[config.mk]
export PLATFORM = sky130hd
export DESIGN_NAME = adder_slave_lite_s00_axi
export DESIGN_NICKNAME = d
export VERILOG_FILES = /design/src/rtl/adder_axi_pkg.sv /design/src/rtl/adder_core.sv /design/src/rtl/adder_slave_lite_s00_axi.sv
export SDC_FILE = /design/constraint.sdc
export NUM_CORES = 1
export LEC_CHECK = 0
export ABC_AREA = 1
export CAP_MARGIN = 20
export CORE_MARGIN = 5
export CORE_UTILIZATION = 56
export DETAILED_ROUTE_END_ITERATION = 8
export GPL_ROUTABILITY_DRIVEN = 0
export HOLD_SLACK_MARGIN = 0.12
export PLACE_DENSITY_LB_ADDON = 0.12
export SETUP_SLACK_MARGIN = 0.5
export SLEW_MARGIN = 10
export SYNTH_ARGS = -nofsm -noshare
export SYNTH_HDL_FRONTEND = slang
export SYNTH_SLANG_ARGS = --single-unit
export TNS_END_PERCENT = 20
[constraint.sdc]
create_clock -name S_AXI_ACLK -period 2 [get_ports S_AXI_ACLK]
set_input_delay 0.3 -clock S_AXI_ACLK [delete_from_list [all_inputs] [get_ports S_AXI_ACLK]]
set_output_delay 0.3 -clock S_AXI_ACLK [all_outputs]
set_load 0.01 [all_outputs]
[src/rtl/adder_axi_pkg.sv]
// Shared definitions for the AXI4-Lite adder peripheral: register offsets,
// response codes, the data word type and a byte-strobe merge helper.
package adder_axi_pkg;

  typedef logic [31:0] data_t;

  localparam logic [3:0] ADDR_OP_A   = 4'h0;
  localparam logic [3:0] ADDR_OP_B   = 4'h4;
  localparam logic [3:0] ADDR_SUM    = 4'h8;
  localparam logic [3:0] ADDR_STATUS = 4'hC;

  localparam logic [1:0] RESP_OKAY = 2'b00;

  // Replace only the byte lanes whose strobe bit is set.
  function automatic data_t apply_wstrb(input data_t old_val, input data_t new_val,
                                        input logic [3:0] strb);
    data_t res;
    res = old_val;
    for (int i = 0; i < 4; i++) begin
      if (strb[i]) res[i*8 +: 8] = new_val[i*8 +: 8];
    end
    return res;
  endfunction

endpackage

[src/rtl/adder_core.sv]
// Combinational 32-bit adder. With ADDER_CARRY_OUT_EN defined the 33rd bit is
// produced as carry_o; otherwise carry_o is tied low.
module adder_core
  import adder_axi_pkg::*;
(
  input  data_t op_a_i,
  input  data_t op_b_i,
  output data_t sum_o,
  output logic  carry_o
);

`ifdef ADDER_CARRY_OUT_EN
  logic [32:0] full_sum;
  assign full_sum = {1'b0, op_a_i} + {1'b0, op_b_i};
  assign sum_o    = full_sum[31:0];
  assign carry_o  = full_sum[32];
`else
  assign sum_o    = op_a_i + op_b_i;
  assign carry_o  = 1'b0;
`endif

endmodule

[src/rtl/adder_slave_lite_s00_axi.sv]
// AXI4-Lite slave with OP_A/OP_B (RW), SUM and STATUS (RO) registers.
// STATUS[0] carries the adder carry-out only when ADDER_CARRY_OUT_EN is defined.
module adder_slave_lite_s00_axi
  import adder_axi_pkg::*;
#(
  parameter int C_S_AXI_DATA_WIDTH = 32,
  parameter int C_S_AXI_ADDR_WIDTH = 4
) (
  input  logic                            S_AXI_ACLK,
  input  logic                            S_AXI_ARESET,
  input  logic [C_S_AXI_ADDR_WIDTH-1:0]   S_AXI_AWADDR,
  input  logic                            S_AXI_AWVALID,
  output logic                            S_AXI_AWREADY,
  input  logic [C_S_AXI_DATA_WIDTH-1:0]   S_AXI_WDATA,
  input  logic [C_S_AXI_DATA_WIDTH/8-1:0] S_AXI_WSTRB,
  input  logic                            S_AXI_WVALID,
  output logic                            S_AXI_WREADY,
  output logic [1:0]                      S_AXI_BRESP,
  output logic                            S_AXI_BVALID,
  input  logic                            S_AXI_BREADY,
  input  logic [C_S_AXI_ADDR_WIDTH-1:0]   S_AXI_ARADDR,
  input  logic                            S_AXI_ARVALID,
  output logic                            S_AXI_ARREADY,
  output logic [C_S_AXI_DATA_WIDTH-1:0]   S_AXI_RDATA,
  output logic [1:0]                      S_AXI_RRESP,
  output logic                            S_AXI_RVALID,
  input  logic                            S_AXI_RREADY
);

  // Handshake rules: a transfer happens on the rising edge where VALID and READY
  // are both high. AW and W are accepted together in one cycle; B is held until
  // BREADY. AR is accepted for one cycle, then R holds RDATA stable until RREADY.

  logic       awready_q, awready_d;
  logic       bvalid_q,  bvalid_d;
  logic       arready_q, arready_d;
  logic       rvalid_q,  rvalid_d;
  logic [3:0] araddr_q,  araddr_d;
  data_t      rdata_q,   rdata_d;
  data_t      op_a_q,    op_a_d;
  data_t      op_b_q,    op_b_d;

  data_t      sum;
  logic       carry;
  data_t      status;
  data_t      rd_mux;
  logic       wr_fire;
  logic       rd_fire;
  logic       unused_addr_bits;

  adder_core u_core (
    .op_a_i  (op_a_q),
    .op_b_i  (op_b_q),
    .sum_o   (sum),
    .carry_o (carry)
  );

  assign status = {31'b0, carry};
  assign unused_addr_bits = &{1'b0, S_AXI_AWADDR[1:0], S_AXI_ARADDR[1:0]};

  always_comb begin
    rd_mux = '0;
    case (araddr_q[3:2])
      ADDR_OP_A[3:2]: rd_mux = op_a_q;
      ADDR_OP_B[3:2]: rd_mux = op_b_q;
      ADDR_SUM[3:2]:  rd_mux = sum;
      default:        rd_mux = status;
    endcase
  end

  always_comb begin
    wr_fire   = awready_q && S_AXI_AWVALID && S_AXI_WVALID;
    rd_fire   = arready_q && S_AXI_ARVALID;

    awready_d = S_AXI_AWVALID && S_AXI_WVALID && !awready_q && !bvalid_q;
    bvalid_d  = bvalid_q;
    if (wr_fire)                       bvalid_d = 1'b1;
    else if (bvalid_q && S_AXI_BREADY) bvalid_d = 1'b0;

    // SUM and STATUS addresses fall through: the write completes but changes nothing.
    op_a_d = op_a_q;
    op_b_d = op_b_q;
    if (wr_fire && S_AXI_AWADDR[3:2] == ADDR_OP_A[3:2])
      op_a_d = apply_wstrb(op_a_q, S_AXI_WDATA, S_AXI_WSTRB);
    if (wr_fire && S_AXI_AWADDR[3:2] == ADDR_OP_B[3:2])
      op_b_d = apply_wstrb(op_b_q, S_AXI_WDATA, S_AXI_WSTRB);

    arready_d = S_AXI_ARVALID && !arready_q && !rvalid_q;
    araddr_d  = arready_d ? S_AXI_ARADDR[3:0] : araddr_q;

    // RDATA samples pre-edge operands, so a concurrent operand write is not visible.
    rvalid_d = rvalid_q;
    rdata_d  = rdata_q;
    if (rd_fire) begin
      rvalid_d = 1'b1;
      rdata_d  = rd_mux;
    end else if (rvalid_q && S_AXI_RREADY) begin
      rvalid_d = 1'b0;
    end
  end

  always_ff @(posedge S_AXI_ACLK) begin
    if (S_AXI_ARESET) begin
      awready_q <= 1'b0;
      bvalid_q  <= 1'b0;
      arready_q <= 1'b0;
      rvalid_q  <= 1'b0;
      araddr_q  <= '0;
      rdata_q   <= '0;
      op_a_q    <= '0;
      op_b_q    <= '0;
    end else begin
      awready_q <= awready_d;
      bvalid_q  <= bvalid_d;
      arready_q <= arready_d;
      rvalid_q  <= rvalid_d;
      araddr_q  <= araddr_d;
      rdata_q   <= rdata_d;
      op_a_q    <= op_a_d;
      op_b_q    <= op_b_d;
    end
  end

  assign S_AXI_AWREADY = awready_q;
  assign S_AXI_WREADY  = awready_q;
  assign S_AXI_BVALID  = bvalid_q;
  assign S_AXI_BRESP   = RESP_OKAY;
  assign S_AXI_ARREADY = arready_q;
  assign S_AXI_RVALID  = rvalid_q;
  assign S_AXI_RDATA   = rdata_q;
  assign S_AXI_RRESP   = RESP_OKAY;

endmodule

==> results of run 1 <==
==> area by class of cell <==
cell class | instances | area, um2 | area share, %
flip-flops and latches | 102 | 2117 | 21.87
repair buffers | 134 | 1365 | 14.10
clock buffers | 10 | 229.0 | 2.365
clock inverters | 6 | 76.32 | 0.7883
multi-input cells | 759 | 5024 | 51.89
well taps | 147 | 183.9 | 1.900
inverters | 180 | 686.9 | 7.095
==> worst max path at each step <==
stage	startpoint	end	slack [ps]	cells past startpoint
6_report	op_a_q[8]	S_AXI_RDATA[19]	30	14
5_1_grt	op_a_q[16]	S_AXI_RDATA[30]	-70	14
4_1_cts	op_a_q[0]	S_AXI_RDATA[16]	70	15
3_5_place_dp	op_a_q[6]	S_AXI_RDATA[23]	5	14
3_3_place_gp	op_a_q[5]	S_AXI_RDATA[23]	20	14
2_1_floorplan	op_b_q[0]	S_AXI_RDATA[24]	270	15
==> kinds of logic (layout without fill, tap and decap cells) <==
family	after synthesis	after routing	share of synthesized area [%]
other	1	4	0.05542
adders and majority gates	32	32	6.028
AOI/OAI and AO/OA	161	161	14.57
DFF	102	102	30.18
xor gates and xnor gates	3	3	0.3884
and+or+nand+nor	559	559	35.19
buffers and inverters	224	330	13.59
==> per-layer routing <==
| layer | share of wire, % | vias to the layer above |
|---|---|---|
| met5 | 0 | - |
| met4 | 2.8 | 0 |
| met3 | 8.9 | 66 |
| met2 | 47 | 385 |
| met1 | 41 | 3542 |
| li1 | - | 3675 |
==> repair_timing <==
action,in CTS,in global routing
gates resized for setup,126,231
buffers inserted,9,12
pin swaps,35,65
hold buffers,0,0
endpoints found under the setup margin,93,132
cloned,0,0
==> synth_stat cells, drive strengths merged <==
cell type | number | area share (%)
a21o | 1 | 0.11
o221ai | 8 | 1.0
buf | 17 | 1.7
fa | 1 | 0.30
dfxtp | 102 | 30
conb | 1 | 0.055
or2 | 5 | 0.46
xor2 | 1 | 0.13
xnor2 | 2 | 0.26
o21bai | 3 | 0.33
ha | 31 | 5.7
nand4 | 27 | 2.5
nor2 | 88 | 5.2
nand3b | 4 | 0.44
clkbuf | 27 | 1.9
a211oi | 42 | 4.7
a21oi | 85 | 6.6
o21ai | 9 | 0.67
or3b | 1 | 0.13
nand3 | 70 | 5.7
nor3 | 4 | 0.37
nand2 | 359 | 20
inv | 180 | 10
o22ai | 13 | 1.2
nor4 | 1 | 0.093
==> worst reg2reg max path: stages (launching register included) <==
cell and delay, ps:
dfxtp_2 340, ha_4 340, nand2_1 80, nand2_1 80
nand2_1 60, nand2_2 100, inv_1 80, nand3_4 140
nand2_1 90, nand2_1 70, nand2_1 50, nand3_1 160
nand3_2 100, nand2_1 90, a21oi_1 60
==> registers in the layout, summed over array words and instances, names as in the netlist <==
register,flops
araddr_q,2
op_b_q,32
S_AXI_AWREADY,1
op_a_q,32
S_AXI_RVALID,1
S_AXI_ARREADY,1
S_AXI_RDATA,32
S_AXI_BVALID,1
==> power by group <==
part | total [mW] | switching, mW | leakage [nW] | internal (mW)
logic | 0.407 | 0.249 | 3.87 | 0.158
registers | 2.04 | 0.0104 | 0.848 | 2.03
clock network | 1.86 | 0.862 | 0.150 | 0.995
==> reports/results.ini, run 1 <==
[grt]
grt_max_degree=46
antenna_found_initial=0
grt_util_met1_pct=37.97
grt_use_met2_pct=44.75
met3_usage_pct=6.173
grt-busiest-layer=met2
grt_usage_pct=28.02
grt_overflow_total=0
grt_pass1_wl_um=32680
grt_pass1_vias=6861

[placed_design]
place_ws_ps=5.211
hpwl_um=14470
placed_cell_area_um2=7849
dp_cells=1301
portBuffers=83

[setup_path]
start_kind=register
reg2reg_from=op_a_q[8]
cp_top_family=simple AND/OR/NAND/NOR gates
rr_worst_depth=14
max_stage_delay_ps=340
cp_common_cell=nand2_1
cp_num_buf_inv=1
path_max_fanout=5
reg2reg_to=S_AXI_RDATA[19]
required_ps=2220
cp-end-kind=register
reg2reg_slack_ps=30
critPathKind=reg -> reg
crit_chain=ha_4 -> nand2_1 -> nand2_1 -> nand2_1 -> nand2_2 -> inv_1 -> nand3_4 -> nand2_1 -> nand2_1 -> nand2_1 -> nand3_1 -> nand3_2 -> nand2_1 -> a21oi_1
critical-path-slowest-cell=dfxtp_2
cp.arrival_ps=2190

[clock_network]
cts_buffers=9
clockRootBuffer=clkbuf_16
cts_tree=yes
clkTransAtPathRegs_ps=70
htree_levels=3
worstSkewPairLatency_ps=360
clock_path_buffers=2
cts_num_sinks=102

[layout]
nNetsFinal=1269
final_common_cell=nand2_1
finalNonFillerCells=1338
fillCellCount=753
layout_common_cells=278 x nand2_1, 161 x inv_1, 66 x a21oi_1
antenna_cells=0
drive_above_1_share_pct=30.39
fin_area_um2=9682
layout-area-overhead-vs-synth_pct=43.08
fin_util_pct=81.28

[hold_path]
whs_path_depth=2
hold_end=S_AXI_RDATA[23]
hp-class=in -> reg
hp-start=S_AXI_ARESET

[timing]
worst_pin_slew_ps=523.4
fin_crit_sh_pct=98.33
hold_viol=0
finalClockSkew_ps=7.640
max_freq_mhz=508.5
slew_headroom_pct=65.11
setup_violations=0
rsz0062_at_grt=true
finalSetupTns_ps=0
timing.final.ws_setup_ps=33.40
slew_viol_final=0
hold_ws_ps=400.4
period_minus_slack_ps=1967

[pwr]
peakVddDrop_mv=0.6552
p_leak_nw=4.863
finalPower_mw=4.305
powerDensity_nw_per_um2=444.7

[floorplan]
start_util_pct=56.81
die-width_um=119.9
coreArea_um2=11910
rows=40
die_h_um=119.9
io_pins=92
die_area_um2=14380

[routing]
ant_nets=0
drt_wl_total_um=22930
drcViolationCount=0
routed_via_density=5.731
first_pass_iters=5
vias=7668
drtIter0Drc=720
routedWlPerCell_um=17.13

[yosys]
syn_inst=1082
ys_ff_latch=102
syn-mean-instance-area_um2=6.254
synth.distinct_cells=37
seq_area_frac_synth_pct=30.18
yosysWarnings=0
syn-cell-area_um2=6766

[run]
drv_cap=0

[status]
status=completed

No activity file was read; power rests on OpenSTA's default activity.
==> run 2: changes to the inputs <==
- ABC_AREA: 1 -> not set
- CORE_UTILIZATION: 56 -> 55
==> run 2 against run 1 <==
The flow now finishes with violations (negative setup slack). Sequential share of layout area is 1.9 points higher. Register-to-register slack lost 870 ps. Combinational power rose by 12%. Global-route usage rose by 2.6 points. Clock-buffer cell count rose by 2. Clock power decreased by 30%. Critical path depth down 2. Critical path type unchanged. Critical endpoint is now S_AXI_RDATA[30]. Largest power group unchanged. Highest routed layer unchanged.
==> reports/results.ini, run 2 <==
[status]
status=finished with violations  ; was completed
violations=negative setup slack

[placed_design]
portBuffers=83  ; unchanged
hpwl_um=14030  ; was 14470 um
place_ws_ps=-637.9  ; was 5.211 ps

[pwr]
peakVddDrop_mv=0.8721  ; was 0.6552 mV
p_leak_nw=3.659  ; was 4.863 nW
powerDensity_nw_per_um2=444.9  ; was 444.7 nW/um2

[routing]
drcViolationCount=0  ; unchanged
routed_via_density=6.157  ; was 5.731
ant_nets=0  ; unchanged
routedWlPerCell_um=19.16  ; was 17.13 um
drt_wl_total_um=21190  ; was 22930 um
vias=6810  ; was 7668
drtIter0Drc=903  ; was 720
first_pass_iters=5  ; unchanged

[hold_path]
hp-start=S_AXI_AWVALID  ; was S_AXI_ARESET
hp-class=in -> reg  ; unchanged

[setup_path]
start_kind=register  ; unchanged
reg2reg_from=op_b_q[0]  ; was op_a_q[8]
path_max_fanout=2  ; was 5
crit_start=op_b_q[0]  ; was op_a_q[8]
cp-end-kind=register  ; unchanged
critPathKind=reg -> reg  ; unchanged
cp.arrival_ps=3140  ; was 2190 ps
required_ps=2300  ; was 2220 ps

[grt]
antenna_found_initial=0  ; unchanged
grt_pass1_wl_um=32150  ; was 32680 um
grt_overflow_total=0  ; unchanged
grt_max_degree=34  ; was 46
grt_usage_pct=30.60  ; was 28.02%
grt_pass1_vias=6681  ; was 6861

[yosys]
yosysTopAreaCell=dfxtp_1  ; unchanged
synth_top_area_share_pct=34.58  ; was 30.18%
seq_area_frac_synth_pct=34.58  ; was 30.18%
ys_ff_latch=102  ; unchanged
syn-mean-instance-area_um2=7.820  ; was 6.254 um2
syn_inst=755  ; was 1082
synth.distinct_cells=66  ; was 37
synth-edff-count=0  ; unchanged
synthTopCellsByArea=dfxtp_1 35%, nand2_1 8.5%, a21oi_1 8.2%  ; was dfxtp_1 30%, nand2_1 19%, inv_1 9.8%
ys_top_cells_by_count=133 x nand2_1, 102 x dfxtp_1, 97 x a21oi_1, 59 x nor2_1  ; was 348 x nand2_1, 176 x inv_1, 102 x dfxtp_1, 80 x a21oi_1, 80 x nor2_1
synth_ff_type=dfxtp_1  ; unchanged
synthArstFlopShare_pct=0  ; unchanged
yosysMostFrequentCell=nand2_1  ; unchanged
syn-cell-area_um2=5904  ; was 6766 um2
yosysWarnings=0  ; unchanged

[clock_network]
worstSkewPairLatency_ps=400  ; was 360 ps
htree_levels=3  ; unchanged
cts_num_sinks=102  ; unchanged
clock_path_buffers=2  ; unchanged
clkTransAtPathRegs_ps=100  ; was 70 ps
clockRootBuffer=clkbuf_8  ; was clkbuf_16
cts_buffers=9  ; unchanged
cts_tree=yes  ; unchanged
cts_hold_buf=0  ; unchanged

[timing]
finalClockSkew_ps=20.48  ; was 7.640 ps
period_minus_slack_ps=2840  ; was 1967 ps
timing.final.ws_setup_ps=-840.3  ; was 33.40 ps
worst_pin_slew_ps=571.5  ; was 523.4 ps
hold_viol=0  ; unchanged
slew_viol_final=0  ; unchanged
slew_headroom_pct=61.82  ; was 65.11%
max_freq_mhz=352.1  ; was 508.5 MHz
setup_violations=28  ; was 0
rsz0062_at_grt=true  ; unchanged
fin_crit_sh_pct=142.0  ; was 98.33%

[floorplan]
die-width_um=113.6  ; was 119.9 um
io_pins=92  ; unchanged
coreArea_um2=10420  ; was 11910 um2
die_h_um=113.6  ; was 119.9 um
start_util_pct=56.68  ; was 56.81%
rows=37  ; was 40
die_area_um2=12910  ; was 14380 um2

[layout]
final_common_cell=buf_4  ; was nand2_1
layout-area-overhead-vs-synth_pct=46.83  ; was 43.08%
layout_common_cells=150 x buf_4, 123 x nand2_1, 88 x a21oi_1  ; was 278 x nand2_1, 161 x inv_1, 66 x a21oi_1
fin_util_pct=83.23  ; was 81.28%
fillCellCount=650  ; was 753
nNetsFinal=1050  ; was 1269
drive_above_1_share_pct=28.87  ; was 30.39%
antenna_cells=0  ; unchanged

[run]
drv_cap=0  ; unchanged

==> run 2: cell types whose count changed after synthesis, moves of 21 or more <==
cell,delta
a211oi_1,-39
nand3_1,-26
nor2_1,-21
mux2i_1,+37
nand2_1,-215
o21ai_0,+22
nand4_1,-24
inv_1,-162
==> run 2: repair_timing <==
item                                    in CTS  in global routing
buffers inserted                            10                  4
pin swaps                                   28                 23
endpoints found under the setup margin     126                 91
gates resized for setup                    105                 40
gates cloned                                 0                  0
==> run 2: path summary, 6_finish.rpt <==
kind / slack, ps / endpoint / cells after the start
worst max register to register: -840 / S_AXI_RDATA[30] / 12
worst min register to register: 450 / S_AXI_AWREADY / 1
worst min-delay path: 200 / S_AXI_AWREADY / 3
worst max-delay path: -840 / S_AXI_RDATA[30] / 12
==> run 2: area by class of cell <==
cell class / instances / area [um2] / share of cell area (%)
timing repair buffer: 246 / 2077 / 23.96
multi-input combinational: 594 / 4135 / 47.70
clock inverter: 2 / 35.03 / 0.4041
inverter: 14 / 52.55 / 0.6061
tap: 136 / 170.2 / 1.963
sequential: 102 / 2064 / 23.81
clock buffer: 12 / 135.1 / 1.559
==> run 2: report_power, final <==
part	switching (mW)	internal, mW	leakage, nW
clock	0.734	0.566	0.0863
combinational	0.247	0.208	2.74
sequential	0.0329	2.07	0.834
total	1.01	2.84	3.66
==> run 2: layer usage <==
layer	wire length, um	track usage, %	part of all wire [%]	vias to the layer above
met2	10030	50.65	47	418
met1	8334	38.30	39	3182
met5	0	0	0	-
met4	858	12.82	4.0	0
li1	-	-	-	3104
met3	1972	7.056	9.3	106
==> run 2: worst max-delay path, stage by stage (launching register included) <==
cell and delay, ps:
dfxtp_2 370, ha_4 140, inv_2 40, fa_2 380, nor2b_4 130, o21a_1 190
a31oi_4 100, o21a_1 190, o211ai_1 300, a311oi_2 160, o31a_1 310, mux2i_1 140
a211oi_1 280
==> run 2: per-stage QoR <==
stage | instance area [um2] | hold slack (ps) | setup TNS (ps) | instances | total power [mW]
after floorplan | 6053 | 419.4 | -4898 | 758 | 2.342
after global placement | 7991 | 427.1 | -8893 | 1078 | 2.583
after detailed placement | 7991 | 464.7 | -10510 | 1078 | 2.596
after CTS | 8449 | 325.2 | -10230 | 1102 | 3.816
after global routing | 8670 | 209.9 | -14390 | 1106 | 3.958
final | 8670 | 195.3 | -12080 | 1106 | 3.857
==> run 2: kinds of logic after synthesis <==
| logic type | count (synthesis) | share of synthesized area, % |
|---|---|---|
| AOI/OAI and AO/OA | 215 | 23.44 |
| muxes | 37 | 6.273 |
| DFF | 102 | 34.58 |
| and+or+nand+nor | 285 | 21.25 |
| xor gates and xnor gates | 21 | 3.115 |
| buffers and inverters | 62 | 4.365 |
| adders and majority gates | 32 | 6.908 |
| other | 1 | 0.06351 |
